--- src/rtl/cnn_pkg.sv ---
// cnn_pkg -- definitions shared by the CNN layer datapath blocks.
//
// Contents:
//   POOL_MAX / POOL_AVG   window reduction mode constants
//   pool_h_width()        width of a horizontal partial result (DW+1)
//   pool_v_width()        width of the full 2x2 window result (DW+2)
//   pool_reduce()         two-input reduction: signed max, or widened add
package cnn_pkg;

  localparam int POOL_MAX = 0;
  localparam int POOL_AVG = 1;

  // A pair sum needs one extra bit, a sum of two pairs needs two.
  function automatic int pool_h_width(input int dw);
    return dw + 1;
  endfunction

  function automatic int pool_v_width(input int dw);
    return dw + 2;
  endfunction

  // Operands arrive sign-extended to 32 bits so a single function serves
  // every data width; callers truncate the result to the width they keep.
  function automatic logic signed [31:0] pool_reduce(
    input int                 mode,
    input logic signed [31:0] a,
    input logic signed [31:0] b
  );
    if (mode == POOL_AVG) begin
      return a + b;
    end
    return (a > b) ? a : b;
  endfunction

endpackage

--- src/rtl/pool_line_buf.sv ---
// pool_line_buf -- one row of horizontal partial results for the pooling
// stage. Written on even rows, read on the following odd row.
//
// Ports:
//   clk    rising-edge clock
//   we     write enable for entry addr
//   addr   entry index (pixel column >> 1)
//   wdata  partial result to store
//   rdata  combinational read of entry addr
module pool_line_buf #(
  parameter int W     = 10,
  parameter int DEPTH = 14,
  parameter int AW    = 4
) (
  input  logic          clk,
  input  logic          we,
  input  logic [AW-1:0] addr,
  input  logic [W-1:0]  wdata,
  output logic [W-1:0]  rdata
);

  logic [W-1:0] mem [DEPTH];

  // NOTE: storage arrays carry no reset; every entry is written on an even
  // row before the odd row reads it, so reset would only cost a clear path.
  always_ff @(posedge clk) begin
    if (we) begin
      mem[addr] <= wdata;
    end
  end

  assign rdata = mem[addr];

endmodule

--- src/rtl/max_pool_stage.sv ---
// max_pool_stage -- streaming 2x2 / stride-2 pooling of a raster-order
// pixel stream, max or floor-average reduction.
//
// Parameters: DW data width, IMG_W x IMG_H frame geometry (each >= 2),
//             MODE 0 = max, 1 = average.
// Ports:
//   clk         rising-edge clock
//   reset       asynchronous, active-high
//   in_valid    pxl_in carries a pixel this cycle
//   in_sof      with in_valid: this pixel is (row 0, col 0)
//   pxl_in      signed input pixel
//   pool_out    registered pooled pixel
//   valid       one-cycle pulse, pool_out is new
//   frame_done  one-cycle pulse after the last pixel of a frame
//
// Build option: define MAX_POOL_STAGE_RELU_EN to clamp negative window
// results to zero at the output register.
module max_pool_stage
  import cnn_pkg::*;
#(
  parameter int DW    = 9,
  parameter int IMG_W = 28,
  parameter int IMG_H = 28,
  parameter int MODE  = POOL_MAX
) (
  input  logic                 clk,
  input  logic                 reset,
  input  logic                 in_valid,
  input  logic                 in_sof,
  input  logic signed [DW-1:0] pxl_in,
  output logic signed [DW-1:0] pool_out,
  output logic                 valid,
  output logic                 frame_done
);

  localparam int HW    = pool_h_width(DW);
  localparam int VW    = pool_v_width(DW);
  localparam int CW    = $clog2(IMG_W);
  localparam int RW    = $clog2(IMG_H);
  localparam int DEPTH = IMG_W / 2;
  localparam int AW    = (DEPTH > 1) ? $clog2(DEPTH) : 1;

  localparam logic [CW-1:0] COL_LAST = CW'(IMG_W - 1);
  localparam logic [RW-1:0] ROW_LAST = RW'(IMG_H - 1);

  logic [CW-1:0]        col, eff_col, col_nxt;
  logic [RW-1:0]        row, eff_row, row_nxt;
  logic signed [HW-1:0] h_reg, h_sum, lb_rdata;
  logic signed [VW-1:0] v_wide;
  logic signed [DW-1:0] v_res, v_out;
  logic [AW-1:0]        lb_addr;
  logic                 last_beat, lb_we, win_fire;

  // NOTE: every always_comb output gets a value before any branch, so no
  // path can leave one unassigned and infer a latch.
  always_comb begin
    // A start-of-frame beat is pixel (0,0) whatever the counters say; any
    // half-built window is simply never completed.
    eff_col   = in_sof ? '0 : col;
    eff_row   = in_sof ? '0 : row;
    last_beat = (eff_col == COL_LAST) && (eff_row == ROW_LAST);

    col_nxt = eff_col + CW'(1);
    row_nxt = eff_row;
    if (last_beat) begin
      col_nxt = '0;
      row_nxt = '0;
    end else if (eff_col == COL_LAST) begin
      col_nxt = '0;
      row_nxt = eff_row + RW'(1);
    end

    // Odd columns pair with the even column held in h_reg. A trailing odd
    // column of an odd-width frame is even-indexed and never pairs up.
    h_sum    = HW'(pool_reduce(MODE, 32'(h_reg), 32'(pxl_in)));
    lb_addr  = AW'(eff_col >> 1);
    lb_we    = in_valid && !eff_row[0] && eff_col[0];
    win_fire = in_valid && eff_row[0] && eff_col[0];

    v_wide = VW'(pool_reduce(MODE, 32'(lb_rdata), 32'(h_sum)));
    if (MODE == POOL_AVG) begin
      // Arithmetic shift floors toward -inf; the quotient always fits DW.
      v_res = DW'(v_wide >>> 2);
    end else begin
      v_res = DW'(v_wide);
    end

`ifdef MAX_POOL_STAGE_RELU_EN
    v_out = (v_res < 0) ? '0 : v_res;
`else
    v_out = v_res;
`endif
  end

  // NOTE: clocked state uses non-blocking assignments so every register
  // samples the pre-edge values of the others.
  always_ff @(posedge clk or posedge reset) begin
    if (reset) begin
      col        <= '0;
      row        <= '0;
      h_reg      <= '0;
      pool_out   <= '0;
      valid      <= 1'b0;
      frame_done <= 1'b0;
    end else begin
      valid      <= win_fire;
      frame_done <= in_valid && last_beat;
      if (in_valid) begin
        col <= col_nxt;
        row <= row_nxt;
        if (!eff_col[0]) begin
          h_reg <= HW'(pxl_in);
        end
      end
      if (win_fire) begin
        pool_out <= v_out;
      end
    end
  end

  pool_line_buf #(
    .W     (HW),
    .DEPTH (DEPTH),
    .AW    (AW)
  ) u_line_buf (
    .clk   (clk),
    .we    (lb_we),
    .addr  (lb_addr),
    .wdata (h_sum),
    .rdata (lb_rdata)
  );

endmodule

--- config.mk ---
export PLATFORM = sky130hd
export DESIGN_NAME = max_pool_stage
export DESIGN_NICKNAME = d
export VERILOG_FILES = /design/src/rtl/cnn_pkg.sv /design/src/rtl/pool_line_buf.sv /design/src/rtl/max_pool_stage.sv
export SDC_FILE = /design/constraint.sdc
export NUM_CORES = 1
export LEC_CHECK = 0
export BUFFER_PORTS_ARGS = -buffer_cell sky130_fd_sc_hd__buf_2
export CORE_MARGIN = 2
export CORE_UTILIZATION = 55
export CTS_CLUSTER_SIZE = 28
export DETAILED_ROUTE_END_ITERATION = 8
export PLACE_DENSITY = 0.84
export SETUP_SLACK_MARGIN = 0.1
export SLEW_MARGIN = 15
export SYNTH_ARGS = -nofsm -noshare
export SYNTH_HDL_FRONTEND = slang
export SYNTH_SLANG_ARGS = --single-unit
--- constraint.sdc ---
create_clock -name clk -period 3.4 [get_ports clk]
set_input_delay 0.17 -clock clk [delete_from_list [all_inputs] [get_ports clk]]
set_output_delay 0.17 -clock clk [all_outputs]
set_load 0.03 [all_outputs]
==> run metrics, run 1 <==
number of global-route vias before repair=4665; largest net degree at the start of global routing=31; clk_lat worst skew=430 ps; First-pass DRT Iterations=5; Pleak=3.10 nW; post-route clock period utilization=102%; Setup Skew=8.68 ps; reg2reg start=h_reg[8]; cell family with most CP delay=simple AND/OR/NAND/NOR gates; Reg clk slew, reported paths=60 ps; WP data required=3710 ps; clock buffer depth=2; Initial Util=56.0%; asr flop ratio synth=19.2%; #FFs+latches synth=156; setup violators final=5; CP peak stage delay=410 ps; Chip Height=117 um; Largest register FFs=126; largest cells by area after synthesis=edfxtp_1 54%, dfrtp_1 11%, mux2i_1 4.7%, ha_1 3.6%, nand2_1 1.9%; maximum clock rate=287 MHz; WP buf/inv=2; violated checks=negative setup slack; Ports=24; via/cell ratio=6.07; CP endpoint=pool_out[0]; Most used DFF post-synth=edfxtp_1; Num CTS Buffers=17; Buffers on Ports=23; Worst Setup End Kind=flip-flop; hold slack=30.8 ps; Cell Area, Placed=7610 um2; Final Instance Area=8360 um2; R2R Setup Slk=-80 ps; n_diodes=0; post-synthesis cell count=515; Worst Setup SP=h_reg[8]; fraction of layout cells with a size suffix above 1=26.2%; HP Class=in -> reg; Worst-Margin Slew=991 ps; Final Hold Viols=0; Pwr Density=662 nW/um2; fin worst setup slack=-78.5 ps; clk sinks=156; critical path class=reg -> reg; number of nets with antenna violations after routing=0; first-pass GRT wire length=24.4 mm; sequential element share of the synthesized area=64.4%; Cell Area, Synth=7040 um2; DP Wirelength=10.5 mm; Synth Warn #=0; R2R depth=15; Synth top area share=53.8%; Root Driver=clkbuf_16; area leader, netlist=edfxtp_1; antenna violations before repair=0; GRT Total Usage=24.3%; critical-path cell list=ha_4 -> nand4_2 -> o221ai_2 -> or3_4 -> a21oi_4 -> buf_6 -> mux2i_4 -> ha_4 -> a211oi_2 -> nor2_1 -> nor4_2 -> a221oi_4 -> buf_6 -> nor3b_1 -> a221o_1; CP Max Fanout=5; Post-Place Cells=720; Synthesized Nets=548; Worst Setup Start Kind=flip-flop; CTS tree=built; RSZ-0062 raised after global routing=yes; syn avg cell area=13.7 um2; Netlist cell types=62; Layout area overhead=18.8%; status=complete, but fails checks; Critical Path Slowest Stage Cell=dfrtp_1; Rel. slew slack=33.7%; nets@finish=608; crit path time final=3480 ps; count leader, synth=edfxtp_1; area of the core=12600 um2; Max Cap Viol=0; Fin Setup TNS=-179 ps; synth cell count leaders=126 x edfxtp_1, 35 x nand2_1, 33 x mux2i_1; Final Power=5.53 mW; grt ovf=0; row cnt=41; CP Data Arrival Time=3790 ps; Post-synth EDFFs=126; final wirelength=15.6 mm; Fillers=855; r2r endpoint=pool_out[0]; routability congestion estimate=0.909; Non-Filler Instances=759; Worst VDD drop=0.465 mV; DR vias=4607; initial DRC count=482; Die Span X=117 um; final core occ=66.5%; Slew Viols, Final=0; H-tree levels=4; worst slack, placed=-111 ps; Wirelength per Cell=20.5 um; DRC=0; Die ar.=13700 um2; Worst path depth=15
==> timing repair <==
item,4_1_cts,5_1_grt
endpoints found under the hold margin,30,0
hold buffers,1,0
setup buffers,5,2
resized for setup,10,14
endpoints found under the setup margin,9,9
pin swaps,3,5
==> where the power goes <==
part           leakage [nW]  switching [mW]  internal [mW]
registers              1.53          0.0770           2.23
clock network         0.262           0.739           1.00
logic                  1.30           0.851          0.628
==> cells by family (layout without fill, tap and decap cells) <==
kind of cell	after synthesis	in the layout	share of synthesized area (%)
AOI/OAI and AO/OA	107	107	11.5
adders and majority gates	20	20	3.56
buffers and inverters	56	128	3.43
DFF	156	156	64.4
muxes	47	47	7.63
and+or+nand+nor	129	129	9.48
==> cell type report <==
type                            count  area (um2)  share of cell area (%)
Clock buffer                       18         429                    5.14
Clock inverter                     13         115                    1.38
Inverter                           31         116                    1.39
Multi-Input combinational cell    303        2480                    29.7
Sequential cell                   156        4540                    54.3
Tap cell                          172         215                    2.58
Timing Repair Buffer               66         464                    5.55
==> worst register-to-register path, cell delays in order, from the launching register on <==
cell,delay (ps)
dfrtp_1,410
ha_4,250
nand4_2,130
o221ai_2,140
or3_4,400
a21oi_4,160
buf_6,150
mux2i_4,270
ha_4,240
a211oi_2,190
nor2_1,80
nor4_2,270
a221oi_4,130
buf_6,150
nor3b_1,130
a221o_1,260
==> metal layers <==
metal | part of all wire, % | up-vias | global-route usage (%)
li1 | - | 2099 | -
met2 | 49 | 180 | 39.3
met4 | 2.2 | 0 | 9.02
met5 | 0 | - | 0
met3 | 6.9 | 35 | 7.36
met1 | 42 | 2293 | 31.5
==> worst min path at each step <==
| stage | startpoint | end | depth (start not counted) | slack, ps |
|---|---|---|---|---|
| after floorplan | reset | col[0] | 1 | 260 |
| after global placement | reset | h_reg[1] | 3 | 260 |
| after detailed placement | reset | h_reg[2] | 3 | 290 |
| after CTS | pxl_in[0] | h_reg[0] | 2 | 20 |
| after global routing | pxl_in[0] | h_reg[0] | 2 | 30 |
| final | pxl_in[0] | h_reg[0] | 2 | 30 |
==> cells in the final DEF (no fill, tap or decap), types with 3 or more instances in the layout <==
master,Yosys,final
nor2b_1,8,7
nand2_1,35,33
buf_2,7,23
clkbuf_16,0,17
a211oi_1,6,5
o22ai_1,12,12
ha_1,20,11
nand2b_1,4,4
nand3_1,16,16
ha_4,0,8
and3_1,7,7
edfxtp_1,126,126
o21ai_0,22,22
mux2i_1,33,30
a22o_1,6,6
mux2_2,9,9
o221ai_2,8,9
nand4_1,8,8
mux4_2,4,4
mux2i_4,0,3
nor2_1,27,27
dfrtp_1,30,28
inv_6,0,4
buf_4,4,38
buf_6,1,3
inv_1,31,31
a21oi_2,1,3
o21a_1,6,6
a22oi_1,5,5
a21oi_1,12,9
nor3_1,5,5
Note: power is estimated with default switching activity, not from simulation.
==> run 2, diff against run 1 <==
CORE_ASPECT_RATIO = 1.1   (was not set)
==> run metrics, run 2 (synthesis results as in run 1) <==
n_diodes=0; violated checks=negative setup slack; WP data required=3700 ps; Worst-Margin Slew=979 ps; final wirelength=16.2 mm; Worst Setup End Kind=flip-flop; sequential share of power=41.1%; Net Sw Power=1.70 mW; nets@finish=614; Max Used Layer=met4; Fin Setup TNS=-295 ps; Largest register FFs=126; initial DRC count=530; GRT Total Usage=25.3%; commonest non-fill, non-tap cells in the layout=126 x edfxtp_1, 44 x buf_4, 34 x nand2_1; most common cell after layout, fill and taps aside=edfxtp_1; status=complete, but fails checks; Layout area overhead=19.9%; Routed met3 length=1.24 mm; HP Class=in -> reg; clock buffer depth=2; fraction of layout cells with a size suffix above 1=26.8%; Final Power=5.65 mW; Setup Skew=9.77 ps; critical path class=reg -> reg; final core occ=67.3%; CTS tree=built; fin worst setup slack=-77.2 ps; clk_lat worst skew=430 ps; Clk pwr share=32.5%; Buffers on Ports=23; row cnt=43; WHS Path Cells=2; Fillers=849; Int Power=3.95 mW; grt ovf=0; maximum clock rate=288 MHz; Die ar.=13700 um2; H-tree levels=4; met2 wire len=8.23 mm; Chip Height=123 um; number of nets with antenna violations after routing=0; R2R depth=15; Max Cap Viol=0; Pwr Density=669 nW/um2; first-pass GRT wire length=25.8 mm; antenna violations before repair=0; Root Driver=clkbuf_16; routability congestion estimate=0.917; Final Hold Viols=0; Worst VDD drop=0.381 mV; Reg clk slew, reported paths=60 ps; post-route clock period utilization=102%; Worst Setup Start Kind=flip-flop; Rel. slew slack=34.5%; crit path time final=3480 ps; DR vias=4665; largest net degree at the start of global routing=31; CP Max Fanout=6; clk sinks=156; Pleak=3.13 nW; Ports=24; Sequential cell area=4540 um2; Num CTS Buffers=17; Wirelength per Cell=21.6 um; RSZ-0062 raised after global routing=yes; setup violators final=7; DRC=0; CP Data Arrival Time=3780 ps; Initial Util=56.1%; multi-input logic area=2490 um2; area of the core=12500 um2; Post-Place Cells=705; Slew Viols, Final=0; hold slack=31.2 ps; Logic pwr share=26.4%; WL met1=6.28 mm; Switching Fraction=30.1%; Die Span X=112 um; DP Wirelength=10.7 mm; via/cell ratio=6.21; Non-Filler Instances=751; number of global-route vias before repair=4821; First-pass DRT Iterations=5
-- run 2: cell types whose count changed in the layout (fill, tap and decap cells not counted), moves of 2 or more --
cell      delta
buf_4        +6
clkinv_4     +2
inv_6        -2
mux2i_1      -2
-- run 2: path summary, 6_finish.rpt --
kind	startpoint	end	slack, ps
setup / recovery	h_reg[8]	pool_out[0]	-80
hold / removal	pxl_in[0]	h_reg[0]	30
setup reg to reg	h_reg[8]	pool_out[0]	-80
hold reg to reg	pool_out[5]	pool_out[5]	500
max in group asynchronous	reset	col[3]	2750
min in group asynchronous	reset	col[4]	350
-- run 2: power by group through the flow --
stage | sequential [mW] | combinational, mW | clock (mW)
floorplan | 2.30 | 0.911 | 0
global placement | 2.35 | 1.21 | 0
detailed placement | 2.35 | 1.27 | 0
CTS | 2.32 | 1.44 | 1.86
global route | 2.33 | 1.61 | 1.93
finish | 2.32 | 1.49 | 1.84
-- run 2: cell type report --
type,count,share of cell area [%]
well taps,157,2.33
clock buffers,18,5.09
inverters,31,1.38
multi-input cells,303,29.6
clock inverters,14,1.71
flip-flops and latches,156,53.8
repair buffers,72,6.14
-- run 2: through the flow --
step,worst slack (ps),area [um2]
global placement,51.9,7590
floorplan,46.4,7140
CTS,-121,8380
finish,-77.2,8430
detailed placement,-113,7590
global route,-248,8430
-- run 2: timing repair --
| item | CTS | global route |
|---|---|---|
| pin swaps | 16 | 8 |
| endpoints found under the setup margin | 9 | 9 |
| endpoints found under the hold margin | 30 | 0 |
| hold buffers | 1 | 0 |
| gates resized for setup | 20 | 6 |
| buffers inserted | 11 | 2 |
-- run 2: worst max-delay path: stages, from the launching register on --
cell	delay [ps]
dfrtp_1	410
ha_4	250
nand4_4	120
o221ai_2	140
or3_4	400
a21oi_4	190
buf_6	150
mux2_4	320
ha_4	150
nor2b_1	110
o211ai_1	120
a21o_1	190
a221oi_2	260
buf_4	190
nor2_1	40
a221o_1	300
-- run 2: layer usage --
metal | vias up | track usage [%]
met2 | 228 | 42.6
met5 | - | 0
met1 | 2280 | 30.8
met4 | 0 | 11.5
li1 | 2112 | -
met3 | 45 | 6.81
==> run 3, diff against run 2 <==
BUFFER_PORTS_ARGS = -buffer_cell sky130_fd_sc_hd__buf_4   (was -buffer_cell sky130_fd_sc_hd__buf_2)
CORE_UTILIZATION = 30   (was 55)
PLACE_DENSITY = 0.55   (was 0.84)
==> run metrics, run 3 (synthesis results as in run 1) <==
status=complete, but fails checks; violated checks=negative setup slack; CP peak stage delay=420 ps; Reg clk slew, reported paths=70 ps; CP Data Arrival Time=3820 ps; clk sinks=156; cell family with most CP delay=simple AND/OR/NAND/NOR gates; initial DRC count=348; Post-Place Cells=868; Critical Path Slowest Stage Cell=dfrtp_1; Worst VDD drop=0.291 mV; critical-path cell list=ha_4 -> a21oi_2 -> o221ai_2 -> or3_4 -> a21oi_4 -> buf_4 -> buf_6 -> mux2i_4 -> ha_1 -> o21ai_1 -> nor2_1 -> nor4_2 -> a221oi_2 -> buf_4 -> or2_4 -> o221ai_1; row cnt=58; routability congestion estimate=0.874; Initial Util=30.7%; WP data required=3740 ps; area of the core=22900 um2; WP buf/inv=3; largest net degree at the start of global routing=31; Root Driver=clkbuf_16; DRC=0; worst slack, placed=-164 ps; Slew Viols, Final=0; Worst Setup Start Kind=flip-flop; via/cell ratio=5.01; setup violators final=9; fin worst setup slack=-74.8 ps; critical path class=reg -> reg; Setup Skew=7.69 ps; H-tree levels=4; maximum clock rate=288 MHz; number of global-route vias before repair=4666; GR Util met3=3.01%; Layout area overhead=25.9%; final wirelength=17.0 mm; Pleak=3.27 nW; Buffers on Ports=23; CTS tree=built; GR peak layer=met2; clock buffer depth=2; met1 usage=18.6%; most common cell after layout, fill and taps aside=edfxtp_1; nets@finish=630; DP Wirelength=11.8 mm; number of nets with antenna violations after routing=0; Wirelength per Cell=18.7 um; clk_lat worst skew=430 ps; First-pass DRT Iterations=7; fraction of layout cells with a size suffix above 1=29.2%; DR vias=4555; GRT Total Usage=14.3%; Fin Setup TNS=-484 ps; post-route clock period utilization=102%; first-pass GRT wire length=26.3 mm; Final Hold Viols=0; Worst-Margin Slew=1010 ps; antenna violations before repair=0; Worst Setup End Kind=flip-flop; Ports=24; Max Cap Viol=0; CP Max Fanout=8; Num CTS Buffers=17; Die ar.=24700 um2; Pwr Density=674 nW/um2; commonest non-fill, non-tap cells in the layout=126 x edfxtp_1, 81 x buf_4, 32 x nand2_1; Chip Height=165 um; Non-Filler Instances=910; met2 Resource Use GR=24.0%; n_diodes=0; HP Class=in -> reg; Rel. slew slack=32.4%; hold slack=63.4 ps; grt ovf=0; RSZ-0062 raised after global routing=yes; Most Frequent Cell on Critical Path=buf_4; Largest register FFs=126; crit path time final=3470 ps; Die Span X=150 um
## run 3: final timing paths
path,end,cells past startpoint,startpoint,slack (ps)
setup / recovery,pool_out[8],16,h_reg[8],-70
hold / removal,h_reg[1],3,pxl_in[1],60
setup reg to reg,pool_out[8],16,h_reg[8],-70
hold reg to reg,pool_out[1],2,pool_out[1],520
max in group asynchronous,col[2],4,reset,2710
min in group asynchronous,col[3],4,reset,380
## run 3: what timing repair did
action / CTS / global route
setup endpoints to repair: 9 / 9
setup buffers: 4 / 4
resized for setup: 11 / 11
hold endpoints to repair: 31 / 0
hold buffers: 2 / 0
pin swaps: 6 / 5
## run 3: cell type report
type / count / area [um2]
clock buffers: 17 / 425
clock inverters: 15 / 225
fillers: 2144 / 14100
inverters: 31 / 116
multi-input cells: 303 / 2460
flip-flops and latches: 156 / 4540
well taps: 300 / 375
repair buffers: 88 / 719
## run 3: stage by stage
step | total power, mW | cell area [um2] | util [%]
detailed placement | 3.74 | 8000 | 34.9
global route | 6.24 | 8860 | 38.6
CTS | 5.92 | 8760 | 38.2
floorplan | 3.22 | 7140 | -
finish | 5.97 | 8860 | 38.6
global placement | 3.69 | 8000 | 34.9
## run 3: tightest hold or removal path, stage by stage
cell and delay, ps:
buf_4 120, inv_1 70, o21ai_0 80
## run 3: power by group
part           total [mW]  switching [mW]  internal, mW
clock network        2.08           0.825          1.26
registers            2.31          0.0795          2.23
logic                1.58           0.877         0.699
total                5.97            1.78          4.19
## run 3: metal layers
metal | routed length (um) | part of all wire, %
met3 | 779 | 4.6
met1 | 7730 | 45
met5 | 0 | 0
met2 | 8260 | 49
met4 | 251 | 1.5
